### src/rtl/sdrd_deserializer.sv
// SDRD readback deserializer: assembles qualified serial bits LSB-first into
// words and queues them in a small registered-head FIFO for the host bus.
module sdrd_deserializer #(
  parameter int WORD_W     = 8,
  parameter int FIFO_DEPTH = 4,
  parameter int TIMEOUT    = 255
) (
  input  logic                          clk,
  input  logic                          rst_n,
  input  logic                          sdrd,
  input  logic                          bit_stb,
  input  logic                          seq_abort,
  input  logic                          rd_stb,
  output logic [WORD_W-1:0]             rd_data,
  output logic                          empty,
  output logic                          full,
  output logic [$clog2(FIFO_DEPTH):0]   level,
  output logic                          overflow,
  output logic                          frame_err,
  input  logic                          clr_err
);

  localparam int AW = $clog2(FIFO_DEPTH);
  localparam int LW = AW + 1;
  localparam int CW = $clog2(WORD_W);

  localparam logic [0:0] ST_IDLE = 1'b0;
  localparam logic [0:0] ST_ASM  = 1'b1;

  logic [0:0]        state;
  logic [CW-1:0]     cnt;
  logic [WORD_W-1:0] shreg;
  logic [WORD_W-1:0] asm_word;
  logic [15:0]       timer;

  logic [WORD_W-1:0] mem [FIFO_DEPTH];
  logic [AW-1:0]     wr_ptr;
  logic [AW-1:0]     rd_ptr;

  logic              in_asm;
  logic              accept;
  logic              drop_abort;
  logic              drop_tmo;
  logic              word_done;
  logic              do_pop;
  logic              do_push;
  logic              at_cap;
  logic              ovf_evt;
  logic [LW-1:0]     remain;
  logic [LW-1:0]     level_nxt;
  logic [AW-1:0]     head_idx;
  logic [WORD_W-1:0] head_nxt;

  // Abort beats a coincident strobe; a strobe beats a coincident timeout.
  always_comb begin
    in_asm     = (state == ST_ASM);
    accept     = bit_stb & ~seq_abort;
    drop_abort = in_asm & seq_abort;
    drop_tmo   = in_asm & ~bit_stb & ~seq_abort & (timer == 16'(TIMEOUT - 1));
    word_done  = accept & (cnt == CW'(WORD_W - 1));
  end

  // shreg is all-zero in IDLE, so the same insert path serves the first bit.
  always_comb begin
    asm_word = shreg;
    for (int unsigned i = 0; i < WORD_W; i++) begin
      if (CW'(i) == cnt) asm_word[i] = sdrd;
    end
  end

  always_ff @(posedge clk or negedge rst_n) begin
    if (!rst_n) begin
      state <= ST_IDLE;
      cnt   <= '0;
      shreg <= '0;
      timer <= '0;
    end else if (drop_abort || drop_tmo) begin
      state <= ST_IDLE;
      cnt   <= '0;
      shreg <= '0;
      timer <= '0;
    end else if (accept) begin
      timer <= '0;
      if (word_done) begin
        state <= ST_IDLE;
        cnt   <= '0;
        shreg <= '0;
      end else begin
        state <= ST_ASM;
        cnt   <= cnt + 1'b1;
        shreg <= asm_word;
      end
    end else if (in_asm) begin
      timer <= timer + 1'b1;
    end
  end

  // A pop in the same cycle frees the slot, so a full FIFO can still accept.
  always_comb begin
    do_pop    = rd_stb & (level != '0);
    at_cap    = (level == LW'(FIFO_DEPTH));
    do_push   = word_done & (~at_cap | do_pop);
    ovf_evt   = word_done & at_cap & ~do_pop;
    remain    = level - LW'(do_pop);
    level_nxt = remain + LW'(do_push);
    head_idx  = rd_ptr + AW'(do_pop);
    head_nxt  = '0;
    if (remain == '0) begin
      if (do_push) head_nxt = asm_word;
    end else begin
      head_nxt = mem[head_idx];
    end
  end

  always_ff @(posedge clk) begin
    if (do_push) mem[wr_ptr] <= asm_word;
  end

  always_ff @(posedge clk or negedge rst_n) begin
    if (!rst_n) begin
      wr_ptr  <= '0;
      rd_ptr  <= '0;
      level   <= '0;
      empty   <= 1'b1;
      full    <= 1'b0;
      rd_data <= '0;
    end else begin
      if (do_push) wr_ptr <= wr_ptr + 1'b1;
      if (do_pop)  rd_ptr <= rd_ptr + 1'b1;
      level   <= level_nxt;
      empty   <= (level_nxt == '0);
      full    <= (level_nxt == LW'(FIFO_DEPTH));
      rd_data <= head_nxt;
    end
  end

  always_ff @(posedge clk or negedge rst_n) begin
    if (!rst_n) begin
      overflow  <= 1'b0;
      frame_err <= 1'b0;
    end else begin
      if (ovf_evt)                    overflow  <= 1'b1;
      else if (clr_err)               overflow  <= 1'b0;
      if (drop_abort || drop_tmo)     frame_err <= 1'b1;
      else if (clr_err)               frame_err <= 1'b0;
    end
  end

endmodule

### config.mk
export PLATFORM = sky130hd
export DESIGN_NAME = sdrd_deserializer
export DESIGN_NICKNAME = d
export VERILOG_FILES = /design/src/rtl/sdrd_deserializer.sv
export SDC_FILE = /design/constraint.sdc
export NUM_CORES = 1
export LEC_CHECK = 0
export ABC_AREA = 0
export CORE_ASPECT_RATIO = 0.7
export CORE_MARGIN = 10
export CORE_UTILIZATION = 59
export DETAILED_ROUTE_END_ITERATION = 12
export GPL_ROUTABILITY_DRIVEN = 0
export PLACE_DENSITY_LB_ADDON = 0.25
export SYNTH_ARGS = -nofsm -noshare
export SYNTH_HDL_FRONTEND = slang
export SYNTH_SLANG_ARGS = --single-unit
### constraint.sdc
create_clock -name clk -period 2.39 [get_ports clk]
set_input_delay 0.5975 -clock clk [delete_from_list [all_inputs] [get_ports clk]]
set_output_delay 0.5975 -clock clk [all_outputs]
set_load 0.005 [all_outputs]
# Yosys cells after proc, flatten, opt, wreduce, memory -nomap -nowiden
# Memories as Yosys holds them, arrays and structs flattened.
# Cells that the tools add are included.
# totals
ff_bits,47
ramBits,32
input_bits,7
out_inout_bits,15
elab_cells,82
mem_count,1
# classes
addsub,7
n_eq_ne,11
mux,27
bitwise,15
n_reduce_logical,9
# memory_table
name,words,width,rd,rd_ports_with_merged_regs,write_ports,line_no,rtl
mem,4,8,1,0,1,36,logic [WORD_W-1:0] mem [FIFO_DEPTH];
# op_table
operator,n
$mux W16,3
$mux W8,5
$add A16 B1 Y16 const B,1
$eq A16 B8 Y1 const B,1
$mux W1,16
$eq A3 B3 Y1 const A,4
$and A1 B1 Y1,10
$eq A3 B3 Y1 const B,3
$logic_not A3 Y1,3
$mux W3,3
$eq A2 B3 Y1 const A,2
$reduce_bool A2 Y1,3
$reduce_bool A3 Y1,2
$add A2 B1 Y2 const B,2
$not A1 Y1,4
$add A3 B1 Y3,1
$add A3 B1 Y3 const B,1
$eq A1 B3 Y1 const A,1
$sub A3 B1 Y3,1
$add A2 B1 Y2,1
$logic_or A1 B1 Y1,1
$or A1 B1 Y1,1

# Depth between registers and ports, before layout
# logic_depth
depth_word,6
ltp_mapped,10
mapped_depth_nobuf,7

# Least setup slack after synthesis
# Ideal clock, no wire load.
# synth_path
path_type,input port to flip-flop
from,input port rd_stb
to,register full
setup_time_ns,0.088
arrival_ns,2.234
required_ns,2.302
setup_slack_ns,0.068
stages,8
n_path_buf,2
path_cell_list,or4b_1 -> and3_1 -> buf_6 -> buf_6 -> ha_1 -> ha_1 -> xor2_1 -> nor3b_1
# synth_between
elab_chain_cells,5
elab_cells_between_ends,6
classes_between,add/sub (2); eq/ne (1); bitwise (3)
# synth_lines
element,line_no,rtl
"start, declared",13,"input logic rd_stb,"
$and A1 B1 Y1 (*),100,do_pop = rd_stb & (level != '0);
"parallel branches: the longest is 2 deep, another holds $sub A3 B1 Y3",n/a,
$add A3 B1 Y3 (*),105,level_nxt = remain + LW'(do_push);
via level_nxt[2],50,logic [LW-1:0] level_nxt;
$eq A3 B3 Y1 (*),132,full <= (level_nxt == LW'(FIFO_DEPTH));
"end signal, assigned",132,
"end, declared",16,"output logic full,"
# Mark *: on every way through the listed nets, which the timed path passes.
# A chain may end at the register's enable or synchronous reset.

# Final worst setup path
# Ends and elaborated chain as after synthesis.

==> flow_metrics.env <==
export IMPL_grt_max_degree=24
export IMPL_clockRootBuffer="clkbuf_8"
export IMPL_setup_viol=0
export IMPL_wl_met2_microns=3260
export IMPL_drc_errors=0
export IMPL_worstSetupEndpointType="flop"
export IMPL_start_kind="input pin"
export IMPL_layout_drive_gt1_share_pct=15.5
export IMPL_skew_ns=0.0142
export IMPL_sequentialPowerShare_pct=40.6
export IMPL_wl_per_cell_microns=17.9
export IMPL_placed_cells=394
export IMPL_p_switching_mw=1.35
export IMPL_max_slew_margin_pct=63.5
export IMPL_synthesis_area_sq_um=3600
export IMPL_cts_clk_slew_worst_paths_ns=0.09
export IMPL_max_freq_mhz=440
export IMPL_worst_slew_pin_slew_ns=0.547
export IMPL_core_area_sq_um=5810
export IMPL_p_leak_nw=1.82
export IMPL_num_antenna_cells=0
export IMPL_cp_slowest_cell="or4b_1"
export IMPL_finalCritPeriodShare_pct=95.0
export IMPL_synth_nets=308
export IMPL_dr_total_vias=2417
export IMPL_wl_microns=7330
export IMPL_crit_family="simple AND/OR/NAND/NOR gates"
export IMPL_ant_nets=0
export IMPL_slew_violations=0
export IMPL_powerDensity_nw_per_um2=1010
export IMPL_rsz0062_at_grt="false"
export IMPL_synth_ff_type="dfrtp_1"
export IMPL_die_w_microns=113
export IMPL_run_status="finished clean"
export IMPL_p_comb_share_pct=35.9
export IMPL_multi_input_area_sq_um=1360
export IMPL_die_h_microns=85.4
export IMPL_cts_buffers=9
export IMPL_crit_fanout=3
export IMPL_synthTopCellsByArea="dfrtp_1 32%, edfxtp_1 27%, ha_1 5.9%, mux2i_1 5.0%, xor2_1 2.9%"
export IMPL_avgSynthCellArea_sq_um=12.7
export IMPL_highest_layer="met4"
export IMPL_avgViaCountPerCell=5.90
export IMPL_power_frac_clock_pct=23.6
export IMPL_cts_tree="built"
export IMPL_overflow=0
export IMPL_maxCapViolCount=0
export IMPL_ctsHoldBuffers=0
export IMPL_critical_path_buf_inv_count=1
export IMPL_ys_async_sr_fraction_pct=59.5
export IMPL_synth_compound_area_share_pct=9.28
export IMPL_clockBufferDepth=2
export IMPL_synthToLayoutAreaGrowth_pct=17.8
export IMPL_hold_viol=0
export IMPL_synth_top_family_by_area="simple AND/OR/NAND/NOR gates"
export IMPL_h_tree_depth=3
export IMPL_rows=23
export IMPL_numPortBuffers=21
export IMPL_synth_top_area_share_pct=32.0
export IMPL_grt_pass1_wl_microns=12300
export IMPL_start_util_pct=61.9
export IMPL_crit_type="in -> reg"
export IMPL_ir_drop_mv=0.445
export IMPL_synthAdderAreaFrac_pct=5.91
export IMPL_intPower_mw=2.92
export IMPL_drt_iter0_drc=130
export IMPL_crit_path_max_incr_delay_ns=0.53
export IMPL_period_minus_slack_ns=2.27
export IMPL_crit_required_ns=2.66
export IMPL_top_level_ports=22
export IMPL_antenna_found_initial=0
export IMPL_arrival_ns=2.54
export IMPL_cp_cell_sequence="clkdlybuf4s50_1 > or4b_1 > and3_1 > ha_1 > ha_1 > xor2_1 > nor3b_1"
export IMPL_die_area_sq_um=9680
export IMPL_synthXorXnorAreaFrac_pct=4.10
export IMPL_setup_tns_ns=0
export IMPL_seqCellArea_sq_um=2140
export IMPL_dp_final_hpwl_microns=5090
export IMPL_yosysMostFrequentCell="dfrtp_1"
export IMPL_grt_pass1_vias=2428
export IMPL_synthCells=284
export IMPL_muxShareOfSynthArea_pct=7.51
export IMPL_synth_largest_area_cell="dfrtp_1"
export IMPL_yosys_top_cells_count="46 x dfrtp_1, 32 x edfxtp_1, 27 x nor2_1"
export IMPL_ys_ff_latch=79
export IMPL_synth_edf_count=32
export IMPL_yosysWarnings=0
export IMPL_post_cts_buffers=0
export IMPL_swShare_pct=31.5
export IMPL_synth_simple_area_share_pct=10.8
export IMPL_crit_top_cell="ha_1"
export IMPL_ys_seq_area_share_pct=59.4
export IMPL_cts_sinks=79
export IMPL_grt_util_all_layers_pct=16.0
export IMPL_hp_class="in -> async"
export IMPL_fillers=388
export IMPL_fin_cells=410
export IMPL_clkLatencyLatePin_ns=0.35
export IMPL_cts_repair_resized=0
export IMPL_met3_length_microns=556
export IMPL_wl_met1_microns=3400
export IMPL_fin_nets=354
export IMPL_firstDrtPassIters=4
export IMPL_synthDistinctLibCells=44
-- placed cells by master, fill, tap and decap left out, types with 4 or more instances in the layout --
cell	netlist	final
nand3_1	8	8
nand2b_1	4	4
clkdlybuf4s50_1	0	20
dfrtp_1	46	46
mux2i_1	18	18
inv_1	13	13
buf_4	2	21
a22oi_1	7	7
nor2_1	27	27
o2111ai_1	5	5
mux2_2	8	8
xor2_1	12	12
edfxtp_1	32	32
o221ai_1	6	6
o21ai_0	7	7
nand2_1	10	10
and3_1	4	4
a21oi_1	8	8
clkbuf_8	0	9
ha_1	17	17
o22ai_1	4	4
and2_1	5	5
-- worst paths after layout --
kind / from / endpoint / slack, ns / depth (start not counted)
worst max-delay path: rd_stb / full / 0.12 / 7
worst min-delay path: rst_n / rd_data[6] / 0.22 / 1
worst max register to register: level[2] / rd_data[1] / 0.21 / 7
worst min register to register: shreg[7] / shreg[7] / 0.52 / 2
max in group asynchronous: rst_n / shreg[7] / 1.56 / 2
min in group clk: shreg[7] / shreg[7] / 0.52 / 2
-- registers in the layout, summed over array words and instances, names as in the netlist --
name / cells
empty: 1
rd_ptr: 2
overflow: 1
cnt: 3
shreg: 8
in_asm: 1
full: 1
frame_err: 1
level: 3
wr_ptr: 2
rd_data: 8
mem: 32
timer: 16
-- layer usage --
layer | track usage [%] | vias up
li1 | - | 1135
met1 | 21.1 | 1188
met2 | 24.0 | 81
met3 | 4.85 | 13
met4 | 6.67 | 0
met5 | 0 | -
-- logic make-up after synthesis --
family,Yosys count
XOR/XNOR,16
multiplexers,26
buffers and inverters,22
flip-flops,79
adder cells (fa/ha/maj),17
AO/OA/AOI/OAI,48
AND/OR/NAND/NOR,76
-- power by group through the flow --
stage,sequential [mW],clock (mW),combinational [mW]
5_1_grt,1.76,1.08,1.70
4_1_cts,1.73,1.02,1.55
2_1_floorplan,1.74,0,0.837
3_3_place_gp,1.75,0,1.50
3_5_place_dp,1.76,0,1.53
6_report,1.73,1.01,1.53
-- cell type report --
type,instances,area share [%]
Tap cell,75,2.21
Timing Repair Buffer,44,9.50
Clock buffer,9,2.92
Clock inverter,7,1.86
Multi-Input combinational cell,183,31.9
Inverter,13,1.15
Sequential cell,79,50.4
-- stage by stage --
step / utilization [%] / power, mW / setup WS, ns / instance area (sq um) / hold WS, ns
final: 73.0 / 4.27 / 0.119 / 4240 / 0.220
after global routing: 73.0 / 4.54 / 0.0212 / 4240 / 0.240
after CTS: 73.0 / 4.30 / 0.136 / 4240 / 0.229
after detailed placement: 69.5 / 3.29 / -0.237 / 4040 / 0.497
after global placement: 69.5 / 3.25 / -0.181 / 4040 / 0.485
after floorplan: - / 2.57 / 0.0678 / 3600 / 0.302
(Power assumes the default switching activity.)
